### src/rtl/jk_seq_pkg.sv
// Shared definitions for the JK command sequencer.
//  - OP_* : command opcodes; each opcode is the {J,K} pair it drives
//  - state_t : sequencer FSM states
//  - jk_next() : next Q of a JK flip-flop given J, K and the current Q
package jk_seq_pkg;

    localparam logic [1:0] OP_HOLD   = 2'b00;
    localparam logic [1:0] OP_RESET  = 2'b01;
    localparam logic [1:0] OP_SET    = 2'b10;
    localparam logic [1:0] OP_TOGGLE = 2'b11;

    typedef enum logic {
        ST_IDLE  = 1'b0,
        ST_ISSUE = 1'b1
    } state_t;

    function automatic logic jk_next(input logic j, input logic k, input logic q);
        logic q_n;
        case ({j, k})
            OP_HOLD:  q_n = q;
            OP_RESET: q_n = 1'b0;
            OP_SET:   q_n = 1'b1;
            default:  q_n = ~q;
        endcase
        return q_n;
    endfunction

endpackage

### src/rtl/jk_cmd_fifo.sv
// Synchronous command FIFO with flush.
// Ports:
//  i_clk            clock
//  i_rst            synchronous reset, active low
//  i_push / i_data  write request and data (ignored when full)
//  i_pop            read request (ignored when empty)
//  i_flush          drop all entries; overrides push and pop
//  o_data           head entry (show-ahead, valid while !o_empty)
//  o_full/o_empty   registered status flags
module jk_cmd_fifo #(
    parameter int DEPTH = 4,
    parameter int W     = 6
) (
    input  logic         i_clk,
    input  logic         i_rst,
    input  logic         i_push,
    input  logic [W-1:0] i_data,
    input  logic         i_pop,
    input  logic         i_flush,
    output logic [W-1:0] o_data,
    output logic         o_full,
    output logic         o_empty
);

    localparam int AW = $clog2(DEPTH);

    logic [W-1:0]  r_mem [DEPTH];
    logic [AW:0]   r_wr_ptr;
    logic [AW:0]   r_rd_ptr;
    logic          r_full;
    logic          r_empty;
    logic [AW:0]   w_wr_next;
    logic [AW:0]   w_rd_next;
    logic          w_push;
    logic          w_pop;

    assign w_push = i_push && !r_full  && !i_flush;
    assign w_pop  = i_pop  && !r_empty && !i_flush;

    always_comb begin
        w_wr_next = r_wr_ptr + (AW+1)'(w_push);
        w_rd_next = r_rd_ptr + (AW+1)'(w_pop);
        if (i_flush) begin
            w_wr_next = '0;
            w_rd_next = '0;
        end
    end

    // Flags are registered from the next pointers, so they are true
    // registers yet always consistent with the pointers they describe.
    always_ff @(posedge i_clk) begin
        if (!i_rst) begin
            r_wr_ptr <= '0;
            r_rd_ptr <= '0;
            r_full   <= 1'b0;
            r_empty  <= 1'b1;
        end else begin
            r_wr_ptr <= w_wr_next;
            r_rd_ptr <= w_rd_next;
            // Same index, different wrap bit -> full.
            r_full   <= (w_wr_next ^ w_rd_next) == {1'b1, {AW{1'b0}}};
            r_empty  <= (w_wr_next == w_rd_next);
        end
    end

    always_ff @(posedge i_clk) begin
        if (w_push) begin
            r_mem[r_wr_ptr[AW-1:0]] <= i_data;
        end
    end

    // Show-ahead read: the sequencer must issue the head entry on the very
    // edge it pops it.
    assign o_data  = r_mem[r_rd_ptr[AW-1:0]];
    assign o_full  = r_full;
    assign o_empty = r_empty;

endmodule

### src/rtl/jk_cmd_sequencer.sv
// Upstream driver for a JK flip-flop. Queues HOLD/RESET/SET/TOGGLE commands,
// replays each onto registered J/K for (rpt+1) cycles, tracks a shadow Q and
// flags any divergence of the fed-back Q.
// Ports:
//  i_clk, i_rst (sync, active low)
//  i_cmd_valid/o_cmd_ready, i_cmd_op[1:0], i_cmd_rpt   command handshake
//  i_abort      flush queue and active command
//  i_clr_err    clear sticky mismatch
//  i_q_fb       Q fed back from the flip-flop
//  o_j_out/o_k_out/o_ff_rst   registered flip-flop drive
//  o_q_model    shadow Q
//  o_busy       command active or queue non-empty
//  o_mismatch   sticky Q divergence flag
//  o_done_cnt   completed commands, wrapping
module jk_cmd_sequencer
    import jk_seq_pkg::*;
#(
    parameter int DEPTH = 4,
    parameter int RPT_W = 4,
    parameter int CNT_W = 8
) (
    input  logic             i_clk,
    input  logic             i_rst,
    input  logic             i_cmd_valid,
    output logic             o_cmd_ready,
    input  logic [1:0]       i_cmd_op,
    input  logic [RPT_W-1:0] i_cmd_rpt,
    input  logic             i_abort,
    input  logic             i_clr_err,
    input  logic             i_q_fb,
    output logic             o_j_out,
    output logic             o_k_out,
    output logic             o_ff_rst,
    output logic             o_q_model,
    output logic             o_busy,
    output logic             o_mismatch,
    output logic [CNT_W-1:0] o_done_cnt
);

    localparam int FW = 2 + RPT_W;

    state_t           r_state;
    logic [RPT_W-1:0] r_rpt_cnt;
    logic             r_j;
    logic             r_k;
    logic             r_ff_rst;
    logic             r_q_model;
    logic             r_mismatch;
    logic [CNT_W-1:0] r_done_cnt;

    logic [FW-1:0]    w_head;
    logic             w_full;
    logic             w_empty;
    logic             w_push;
    logic             w_pop;
    logic             w_last;

    assign w_push = i_cmd_valid && !w_full && !i_abort;
    // r_rpt_cnt counts the cycles still to go after the current one.
    assign w_last = (r_state == ST_ISSUE) && (r_rpt_cnt == '0);
    assign w_pop  = !i_abort && !w_empty && ((r_state == ST_IDLE) || w_last);

    jk_cmd_fifo #(
        .DEPTH (DEPTH),
        .W     (FW)
    ) u_fifo (
        .i_clk   (i_clk),
        .i_rst   (i_rst),
        .i_push  (w_push),
        .i_data  ({i_cmd_op, i_cmd_rpt}),
        .i_pop   (w_pop),
        .i_flush (i_abort),
        .o_data  (w_head),
        .o_full  (w_full),
        .o_empty (w_empty)
    );

    always_ff @(posedge i_clk) begin
        if (!i_rst) begin
            r_state    <= ST_IDLE;
            r_rpt_cnt  <= '0;
            r_j        <= 1'b0;
            r_k        <= 1'b0;
            r_done_cnt <= '0;
        end else if (i_abort) begin
            // Abort drops the active command without counting it.
            r_state   <= ST_IDLE;
            r_rpt_cnt <= '0;
            r_j       <= 1'b0;
            r_k       <= 1'b0;
        end else begin
            case (r_state)
                ST_IDLE: begin
                    if (!w_empty) begin
                        {r_j, r_k} <= w_head[FW-1 -: 2];
                        r_rpt_cnt  <= w_head[RPT_W-1:0];
                        r_state    <= ST_ISSUE;
                    end
                end
                default: begin
                    if (r_rpt_cnt != '0) begin
                        r_rpt_cnt <= r_rpt_cnt - RPT_W'(1);
                    end else begin
                        r_done_cnt <= r_done_cnt + CNT_W'(1);
                        if (!w_empty) begin
                            // Back-to-back: next command starts with no bubble.
                            {r_j, r_k} <= w_head[FW-1 -: 2];
                            r_rpt_cnt  <= w_head[RPT_W-1:0];
                        end else begin
                            r_j     <= 1'b0;
                            r_k     <= 1'b0;
                            r_state <= ST_IDLE;
                        end
                    end
                end
            endcase
        end
    end

    // Shadow flip-flop and comparator. The shadow follows the J/K actually
    // presented to the flip-flop, so abort does not disturb it.
    always_ff @(posedge i_clk) begin
        if (!i_rst) begin
            r_ff_rst   <= 1'b1;
            r_q_model  <= 1'b0;
            r_mismatch <= 1'b0;
        end else begin
            r_ff_rst  <= 1'b0;
            r_q_model <= r_ff_rst ? 1'b0 : jk_next(r_j, r_k, r_q_model);
            if (i_clr_err) begin
                r_mismatch <= 1'b0;
            end else if (!r_ff_rst && (i_q_fb != r_q_model)) begin
                r_mismatch <= 1'b1;
            end
        end
    end

    assign o_cmd_ready = !w_full;
    assign o_j_out     = r_j;
    assign o_k_out     = r_k;
    assign o_ff_rst    = r_ff_rst;
    assign o_q_model   = r_q_model;
    assign o_busy      = (r_state == ST_ISSUE) || !w_empty;
    assign o_mismatch  = r_mismatch;
    assign o_done_cnt  = r_done_cnt;

endmodule

### config.mk
export PLATFORM = sky130hd
export DESIGN_NAME = jk_cmd_sequencer
export DESIGN_NICKNAME = d
export VERILOG_FILES = /design/src/rtl/jk_seq_pkg.sv /design/src/rtl/jk_cmd_fifo.sv /design/src/rtl/jk_cmd_sequencer.sv
export SDC_FILE = /design/constraint.sdc
export NUM_CORES = 1
export LEC_CHECK = 0
export CORE_AREA = 2 2 70 72
export CTS_CLUSTER_DIAMETER = 50
export DETAILED_ROUTE_END_ITERATION = 10
export DIE_AREA = 0 0 72 74
export GPL_TIMING_DRIVEN = 0
export PLACE_DENSITY_LB_ADDON = 0.15
export SETUP_SLACK_MARGIN = 0.1
export SKIP_CTS_REPAIR_TIMING = 1
export SYNTH_ARGS = -nofsm -noshare
export SYNTH_HDL_FRONTEND = slang
export SYNTH_HIERARCHICAL = 1
export SYNTH_SLANG_ARGS = --single-unit
export TNS_END_PERCENT = 10
### constraint.sdc
create_clock -name i_clk -period 2.2 [get_ports i_clk]
set_clock_uncertainty 0.2 [all_clocks]
set_input_delay 0.44 -clock i_clk [delete_from_list [all_inputs] [get_ports i_clk]]
set_output_delay 0.44 -clock i_clk [all_outputs]
set_load 0.02 [all_outputs]
# Word-level counts from Yosys, hierarchy flattened
# Memory sizes are Yosys's and may differ from the RTL's. A register that Yosys moved wholly into a read port is not among the register bits.
# Cells that the tools add are included.
# W data, S select, Z words.
dict set report totals {
  elab_cells 75
  output_inout_bits 15
  ramBits 24
  in_bits 12
  n_memories 1
  reg_bits 26
}
dict set report op_classes {
  n_eq_ne 7
  bitwise_logic 6
  n_reduce_logical 24
  muxes 21
  n_addsub 4
}
# name depth width rd rd_ports_with_merged_regs write_ports line_no
set memory_table {}
lappend memory_table {u_fifo.r_mem 4 6 1 1 1 jk_cmd_fifo.sv:27} ;# logic [W-1:0] r_mem [DEPTH];
# operator n
set ops {}
lappend ops {{$mux W1} 14}
lappend ops {{$mux W4} 3}
lappend ops {{$logic_and A1 B1 Y1} 10}
lappend ops {{$add A8 B1 Y8 const B} 1}
lappend ops {{$add A3 B1 Y3} 2}
lappend ops {{$mux W3} 2}
lappend ops {{$reduce_or A2 Y1} 3}
lappend ops {{$not A1 Y1} 5}
lappend ops {{$logic_not A1 Y1} 4}
lappend ops {{$logic_not A4 Y1} 1}
lappend ops {{$ne A2 B2 Y1 const B} 2}
lappend ops {{$reduce_bool A4 Y1} 1}
lappend ops {{$sub A4 B1 Y4 const B} 1}
lappend ops {{$eq A3 B3 Y1} 1}
lappend ops {{$eq A3 B3 Y1 const B} 1}
lappend ops {{$pmux W1 S3} 1}
lappend ops {{$reduce_and A3 Y1} 1}
lappend ops {{$xor A3 B3 Y3} 1}
lappend ops {{$eq A2 B1 Y1 const B} 1}
lappend ops {{$eq A2 B2 Y1 const B} 1}
lappend ops {{$logic_not A2 Y1} 1}
lappend ops {{$logic_or A1 B1 Y1} 2}
lappend ops {{$mux W2} 1}
lappend ops {{$reduce_and A2 Y1} 1}
lappend ops {{$ne A1 B1 Y1} 1}

# Longest topological paths before layout
# Gate-level depths: netlist of run 1.
dict set report logic_depth {
  ltp_word 10
  ltp_mapped 11
  depth_no_buf 11
}

# Cells and area by module
# The synthesis of run 1 kept the hierarchy.
# module cells_per_inst instances seq_area_each_um2 area_each_um2
set modules_own_cells {}
lappend modules_own_cells {jk_cmd_fifo 68 1 880.8 1228.7}
lappend modules_own_cells {jk_cmd_sequencer 105 1 360.3 955.9}

# Worst setup path after synthesis of run 1
# OpenSTA, ideal clock, no wires.
dict set report synth_path {
  kind {register to register}
  from {register r_rpt_cnt[0]}
  to {register u_fifo.r_empty, in the netlist u_fifo/o_empty}
  setup_slack_ns -0.186
  synth_period_minus_slack_ns 2.386
  n_path_buf 0
  arrival_ns 2.071
  required_ns 1.884
  path_stages_with_launch 12
  setup_time_ns 0.116
  path_cell_list {dfxtp_1 > inv_1 > ha_1 > nor3b_1 > o21ai_0 > nor2_1 > nor3b_1 > ha_1 > ha_1 > xnor2_1 > xnor2_1 > a31o_1}
}
dict set report synth_between {
  elab_chain_cells 9
}
# item line_no
set synth_rtl {}
lappend synth_rtl {{start, declared} jk_cmd_sequencer.sv:43} ;# logic [RPT_W-1:0] r_rpt_cnt;
lappend synth_rtl {{start signal, assigned} jk_cmd_sequencer.sv:96} ;# r_rpt_cnt <= w_head[RPT_W-1:0];
lappend synth_rtl {{start signal, assigned} jk_cmd_sequencer.sv:102} ;# r_rpt_cnt <= r_rpt_cnt - RPT_W'(1);
lappend synth_rtl {{start signal, assigned} jk_cmd_sequencer.sv:108} ;# r_rpt_cnt <= w_head[RPT_W-1:0];
lappend synth_rtl {{$logic_not A4 Y1} jk_cmd_sequencer.sv:60} ;# assign w_last = (r_state == ST_ISSUE) && (r_rpt_cnt == '0);
lappend synth_rtl {{$logic_and A1 B1 Y1} jk_cmd_sequencer.sv:60}
lappend synth_rtl {{$logic_or A1 B1 Y1} jk_cmd_sequencer.sv:61} ;# assign w_pop = !i_abort && !w_empty && ((r_state == ST_IDLE) || w_last);
lappend synth_rtl {{$logic_and A1 B1 Y1} jk_cmd_sequencer.sv:61}
lappend synth_rtl {{named net w_pop} jk_cmd_sequencer.sv:55} ;# logic w_pop;
lappend synth_rtl {{$logic_and A1 B1 Y1 (2 in a row)} jk_cmd_fifo.sv:38} ;# assign w_pop = i_pop && !r_empty && !i_flush;
lappend synth_rtl {{$add A3 B1 Y3} jk_cmd_fifo.sv:42} ;# w_rd_next = r_rd_ptr + (AW+1)'(w_pop);
lappend synth_rtl {{$mux W3} jk_cmd_fifo.sv:43} ;# if (i_flush) begin
lappend synth_rtl {{$eq A3 B3 Y1} jk_cmd_fifo.sv:62} ;# r_empty <= (w_wr_next == w_rd_next);
lappend synth_rtl {{end signal, assigned} jk_cmd_fifo.sv:62}
lappend synth_rtl {{end, declared} jk_cmd_fifo.sv:31} ;# logic r_empty;
# The timed path passes the listed nets, and every way through them passes these cells.
# A chain may end at the register's enable or synchronous reset.

# Final worst setup path of run 1
# Same ends and word-level chain as after synthesis.

==> impl_metrics.toml, run 1 <==
[logic_synthesis]
synth_cells = 173
ys_ff_latch = 50
syn_area_um2 = 2180
synth_nets = 193
yosys_warnings = 6
synth-edff-count = 24
ys.flop_type = "dfxtp_1"
synth_seq_area_share_pct = 56.8
avgSynthCellArea_um2 = 12.6
async_flop_share_pct = 0
yosysUniqueCellTypes = 45

[timing]
fin_crit_sh_pct = 102
hold_viol_final = 0
tightest_slew_ns = 0.531
setup_viol = 1
final-max-slew-violation-count = 0
rsz0062_at_grt = "true"
tns_ns = -0.0459
fmax_mhz = 445
slew-limit-headroom_pct = 64.4
period_needed_ns = 2.25
layout_setup_ws_ns = -0.0459

[layout]
n_fill_cell = 381
nets = 232
drive_gt1_share_pct = 20.7
diodes = 0
syn_to_final_growth_pct = 27.0

[min_path]
hold_start = "o_ff_rst"
hold_class = "reg -> reg"

[pwr]
p_per_area_nw_per_um2 = 577
leakage_nw = 1.03
max-vdd-ir-drop_mv = 0.438
power.total_mw = 1.60

[run]
drv_cap = 0

[critical_path]
r2r_start = "r_rpt_cnt[0]"
arrival_ns = 2.24
cp-startpoint = "r_rpt_cnt[0]"
cp-end-kind = "register"
worstPathRequired_ns = 2.20
criticalPathCategory = "reg -> reg"
crit_fanout = 3
cp-start-kind = "register"

[floorplanning]
die_h_um = 74
dieArea_um2 = 5330
core_area_um2 = 4600
start_util_pct = 47.5
num_rows = 25
die_w_um = 72
io-pin-count = 27

[global_route]
antenna_found_initial = 0
grt_max_degree = 18
grt_pass1_wl_mm = 6.38
overflow = 0
grt_usage_pct = 15.8
grt_pass1_vias = 1413

[cts]
clockRootBuffer = "clkbuf_8"
clkTransAtPathRegs_ns = 0.09
cts_tree = "done"
cts_buffers = 5
cts_buffer_depth = 2
cts.sinks = 50
htreeDepth = 2
clk-insertion-delay-late_ns = 0.30

[placed_design]
gp_congestion = 0.823
dp_hpwl_mm = 2.88
port_buffers = 26

[route]
via_count = 1470
remaining_drc_errors = 0
drtIter0Drc = 94
routed_wl_mm = 3.84
routedWlPerCell_um = 14.4
avgViaCountPerCell = 5.51
drtPass1Iterations = 4
postRouteAntennaNets = 0

[outcome]
violations = "negative setup slack"
status = "finished with violations"
[layer usage]
metal / vias up / routed length [um] / share of wire (%) / GRT usage, %
li1: 729 / - / - / -
met1: 701 / 1670 / 43 / 19.5
met2: 32 / 1950 / 51 / 27.3
met3: 8 / 161 / 4.2 / 4.20
met4: 0 / 64 / 1.7 / 5.66
met5: - / 0 / 0 / 0
[state kept, by name (all words and copies together) (netlist names)]
register / cells
o_q_model: 1
u_fifo/r_mem: 24
o_k_out: 1
o_mismatch: 1
o_j_out: 1
u_fifo/r_wr_ptr: 3
u_fifo/o_empty: 1
o_done_cnt: 8
r_state: 1
o_ff_rst: 1
u_fifo/o_full: 1
r_rpt_cnt: 4
u_fifo/r_rd_ptr: 3
[logic make-up (layout without fill, tap and decap cells)]
logic type	Yosys count	count (layout)	share of synthesized area, %
AND/OR/NAND/NOR	50	50	14.9
XOR/XNOR	7	7	2.81
flip-flops	50	50	56.8
multiplexers	8	8	7.10
adder cells (fa/ha/maj)	8	8	4.58
AO/OA/AOI/OAI	34	34	10.4
buffers and inverters	16	56	3.38
[cell usage in the layout (no fill, tap or decap), types with 2 or more instances in the layout]
cell type        Yosys  layout
dfxtp_1             26      24
edfxtp_1            24      24
clkdlybuf4s50_1      0      23
a21oi_1             11      11
inv_1               10       8
buf_4                1       8
nand2_1              8       8
nor2_1               7       7
mux4_2               6       6
ha_1                 8       5
clkbuf_8             0       5
nand2b_1             4       4
o21ai_0              5       4
and2_1               4       4
o31ai_1              3       3
or4_1                3       3
or3_1                3       3
o21a_1               3       3
dlymetal6s2s_1       0       3
xnor2_2              0       3
nor3b_1              5       2
nor3b_4              0       2
nor2b_1              2       2
o32ai_1              2       2
nand4_1              2       2
nor3_1               3       2
mux2i_1              2       2
and3_1               2       2
a221oi_1             2       2
xnor2_1              6       2
ha_4                 0       2
clkinvlp_4           0       2
[power by group]
group,total (mW),internal (mW),leakage [nW],switching (mW)
Clock,0.535,0.228,0.0408,0.307
Combinational,0.0830,0.0431,0.562,0.0399
Sequential,0.983,0.979,0.428,0.00415
[through the flow]
| stage | std cells | hold WS, ns | cell area [um^2] | setup slack [ns] | util [%] |
|---|---|---|---|---|---|
| detailed placement | 253 | 0.242 | 2580 | -0.713 | 56.1 |
| global route | 267 | 0.306 | 2770 | -0.171 | 60.3 |
| global placement | 253 | 0.235 | 2580 | -0.729 | 56.1 |
| floorplan | 173 | 0.255 | 2250 | 0.0746 | - |
| finish | 267 | 0.251 | 2770 | -0.0459 | 60.3 |
| CTS | 261 | 0.257 | 2670 | -0.367 | 58.1 |
[cell usage after synthesis, drive strengths merged (2+ instances only)]
library cell | instances | area (um^2)
dfxtp | 26 | 521
edfxtp | 24 | 721
a21oi | 11 | 55.1
inv | 10 | 37.5
ha | 8 | 100
nand2 | 8 | 30.0
nor2 | 7 | 26.3
mux4 | 6 | 135
xnor2 | 6 | 52.6
nor3b | 5 | 37.5
o21ai | 5 | 25.0
and2 | 4 | 25.0
buf | 4 | 28.8
nand2b | 4 | 25.0
nor3 | 3 | 15.0
o21a | 3 | 22.5
o31ai | 3 | 22.5
or3 | 3 | 18.8
or4 | 3 | 22.5
a211oi | 2 | 20.0
a221oi | 2 | 17.5
and3 | 2 | 12.5
mux2i | 2 | 20.0
nand4 | 2 | 12.5
nor2b | 2 | 12.5
o32ai | 2 | 17.5
[worst paths after layout]
path                                       end  slack, ns  cells after the start
worst max register to register  u_fifo/o_empty      -0.05                     11
worst max-delay path            u_fifo/o_empty      -0.05                     11
worst min-delay path                 o_q_model       0.25                      1
worst min register to register       o_q_model       0.25                      1
[final cells by class]
type / instances / area [um^2] / area share [%]
inverter: 11 / 43.8 / 1.58
tap: 54 / 67.6 / 2.44
sequential: 50 / 1250 / 44.9
clock inverter: 3 / 23.8 / 0.857
clock buffer: 5 / 68.8 / 2.48
timing repair buffer: 32 / 313 / 11.3
multi-input combinational: 107 / 975 / 35.1
buffer: 5 / 36.3 / 1.31
[worst max-delay path, stage by stage, from the launching register on]
cell and delay [ns]:
dfxtp_4 0.37, inv_4 0.05, ha_4 0.14, nor3b_4 0.24, o21ai_2 0.10, nor2_1 0.08, nor3b_2 0.18, ha_2 0.22
ha_4 0.15, xnor2_4 0.07, xnor2_2 0.14, a31o_1 0.18
Power figures use the tool's default switching activity.
==> run 2, diff against run 1 <==
--- a/config.mk
+++ b/config.mk
@@ -5,11 +5,14 @@
 export SDC_FILE = /design/constraint.sdc
 export NUM_CORES = 1
 export LEC_CHECK = 0
-export CORE_AREA = 2 2 70 72
+export CELL_PAD_IN_SITES_DETAIL_PLACEMENT = 1
+export CELL_PAD_IN_SITES_GLOBAL_PLACEMENT = 1
+export CORE_AREA = 2 2 77 79
 export CTS_CLUSTER_DIAMETER = 50
 export DETAILED_ROUTE_END_ITERATION = 10
-export DIE_AREA = 0 0 72 74
+export DIE_AREA = 0 0 79 81
 export GPL_TIMING_DRIVEN = 0
+export HOLD_SLACK_MARGIN = 0.12
 export PLACE_DENSITY_LB_ADDON = 0.15
 export SETUP_SLACK_MARGIN = 0.1
 export SKIP_CTS_REPAIR_TIMING = 1
==> impl_metrics.toml, run 2 (synthesis results as in run 1) <==
[outcome]
status = "finished with violations"
violations = "negative setup slack"

[pwr]
power.total_mw = 1.64
p_per_area_nw_per_um2 = 589
leakage_nw = 1.06
max-vdd-ir-drop_mv = 0.307

[layout]
largest_reg_flops = 24
drive_gt1_share_pct = 19.5
final_cells = 285
n_fill_cell = 602
multi_input_area_um2 = 970
syn_to_final_growth_pct = 27.2
diodes = 0
final-seq-area_um2 = 1250
final_cell_mix = "24 x dfxtp_1, 24 x edfxtp_1, 21 x clkdlybuf4s50_1"
nets = 229

[critical_path]
crit_fanout = 5
cp_top_family = "adder cells"
slowest_delay_ns = 0.38
cp-start-kind = "register"
worstPathRequired_ns = 2.20
crit_chain = "inv_2 > ha_4 > nor3b_4 > o21ai_2 > nor2_1 > nor3b_2 > ha_2 > ha_4 > xnor2_4 > xnor2_2 > a31o_1"
crit_path_top_delay_cell = "dfxtp_4"
arrival_ns = 2.28
crit_buf_inv = 1
criticalPathCategory = "reg -> reg"
critPathMostFrequentCell = "ha_4"
cp-end-kind = "register"

[global_route]
overflow = 0
antenna_found_initial = 0
grt_pass1_wl_mm = 7.34
grt_max_degree = 19
grt_pass1_vias = 1549
grt_usage_pct = 15.1

[cts]
clkTransAtPathRegs_ns = 0.10
clk-insertion-delay-late_ns = 0.30
cts_buffer_depth = 2
htreeDepth = 2
cts.sinks = 50
cts_buffers = 5
clockRootBuffer = "clkbuf_8"
cts_tree = "done"

[route]
drtIter0Drc = 73
postRouteAntennaNets = 0
routed_wl_mm = 4.48
drtPass1Iterations = 4
remaining_drc_errors = 0
via_count = 1478
avgViaCountPerCell = 5.19
routedWlPerCell_um = 15.7

[timing]
hold_viol_final = 0
fmax_mhz = 440
tns_ns = -0.0740
tightest_slew_ns = 0.562
fin_crit_sh_pct = 103
rsz0062_at_grt = "true"
period_needed_ns = 2.27
setup_viol = 1
final-max-slew-violation-count = 0
layout_setup_ws_ns = -0.0740
slew-limit-headroom_pct = 62.4

[placed_design]
dp_cells = 274
port_buffers = 26
dp_hpwl_mm = 3.30
gp_congestion = 0.727

[floorplanning]
core_area_um2 = 5680
io-pin-count = 27
start_util_pct = 38.5
die_w_um = 79
dieArea_um2 = 6400
num_rows = 28
die_h_um = 81

[min_path]
hold_class = "reg -> reg"

[run]
drv_cap = 0
## run 2: cell types whose count changed in the layout (fill, tap and decap cells not counted)
cell	delta
buf_4	-3
clkdlybuf4s50_1	-2
clkinvlp_4	-1
dlymetal6s2s_1	+2
inv_2	+1
inv_4	-1
inv_8	+1
nor2_1	-1
nor2_2	+1
xnor2_1	+1
xnor2_2	-1
## run 2: worst paths after layout
path           startpoint             end  slack, ns  cells past startpoint
max          r_rpt_cnt[0]  u_fifo/o_empty      -0.07                     11
min              o_ff_rst       o_q_model       0.26                      1
max reg2reg  r_rpt_cnt[0]  u_fifo/o_empty      -0.07                     11
min reg2reg      o_ff_rst       o_q_model       0.26                      1
## run 2: per-stage QoR
stage / setup slack (ns) / instance area (um^2) / hold WS [ns] / util [%]
2_1_floorplan: 0.0746 / 2250 / 0.255 / -
3_3_place_gp: -0.766 / 2600 / 0.237 / 45.9
3_5_place_dp: -0.806 / 2600 / 0.255 / 45.9
4_1_cts: -0.465 / 2700 / 0.270 / 47.6
5_1_grt: -0.158 / 2780 / 0.298 / 49.0
6_report: -0.0740 / 2780 / 0.262 / 49.0
## run 2: layout make-up
cell class                      count  area share, %
Multi-Input combinational cell    107           34.9
Clock buffer                        5           2.48
Buffer                              5           1.31
Sequential cell                    50           44.8
Inverter                           11           1.49
Tap cell                           75           3.38
Clock inverter                      3          0.991
Timing Repair Buffer               29           10.6
## run 2: power breakdown
part           switching (mW)  leakage, nW  internal [mW]
clock network           0.334       0.0467          0.236
registers             0.00442        0.428          0.979
logic                  0.0414        0.583         0.0419
total                   0.380         1.06           1.26
## run 2: metal layers
metal | vias up | part of all wire [%] | track usage (%)
met5 | - | 0 | 0
met4 | 0 | 1.0 | 5.69
met3 | 5 | 3.1 | 3.11
met2 | 22 | 54 | 27.8
met1 | 729 | 42 | 17.2
li1 | 722 | - | -
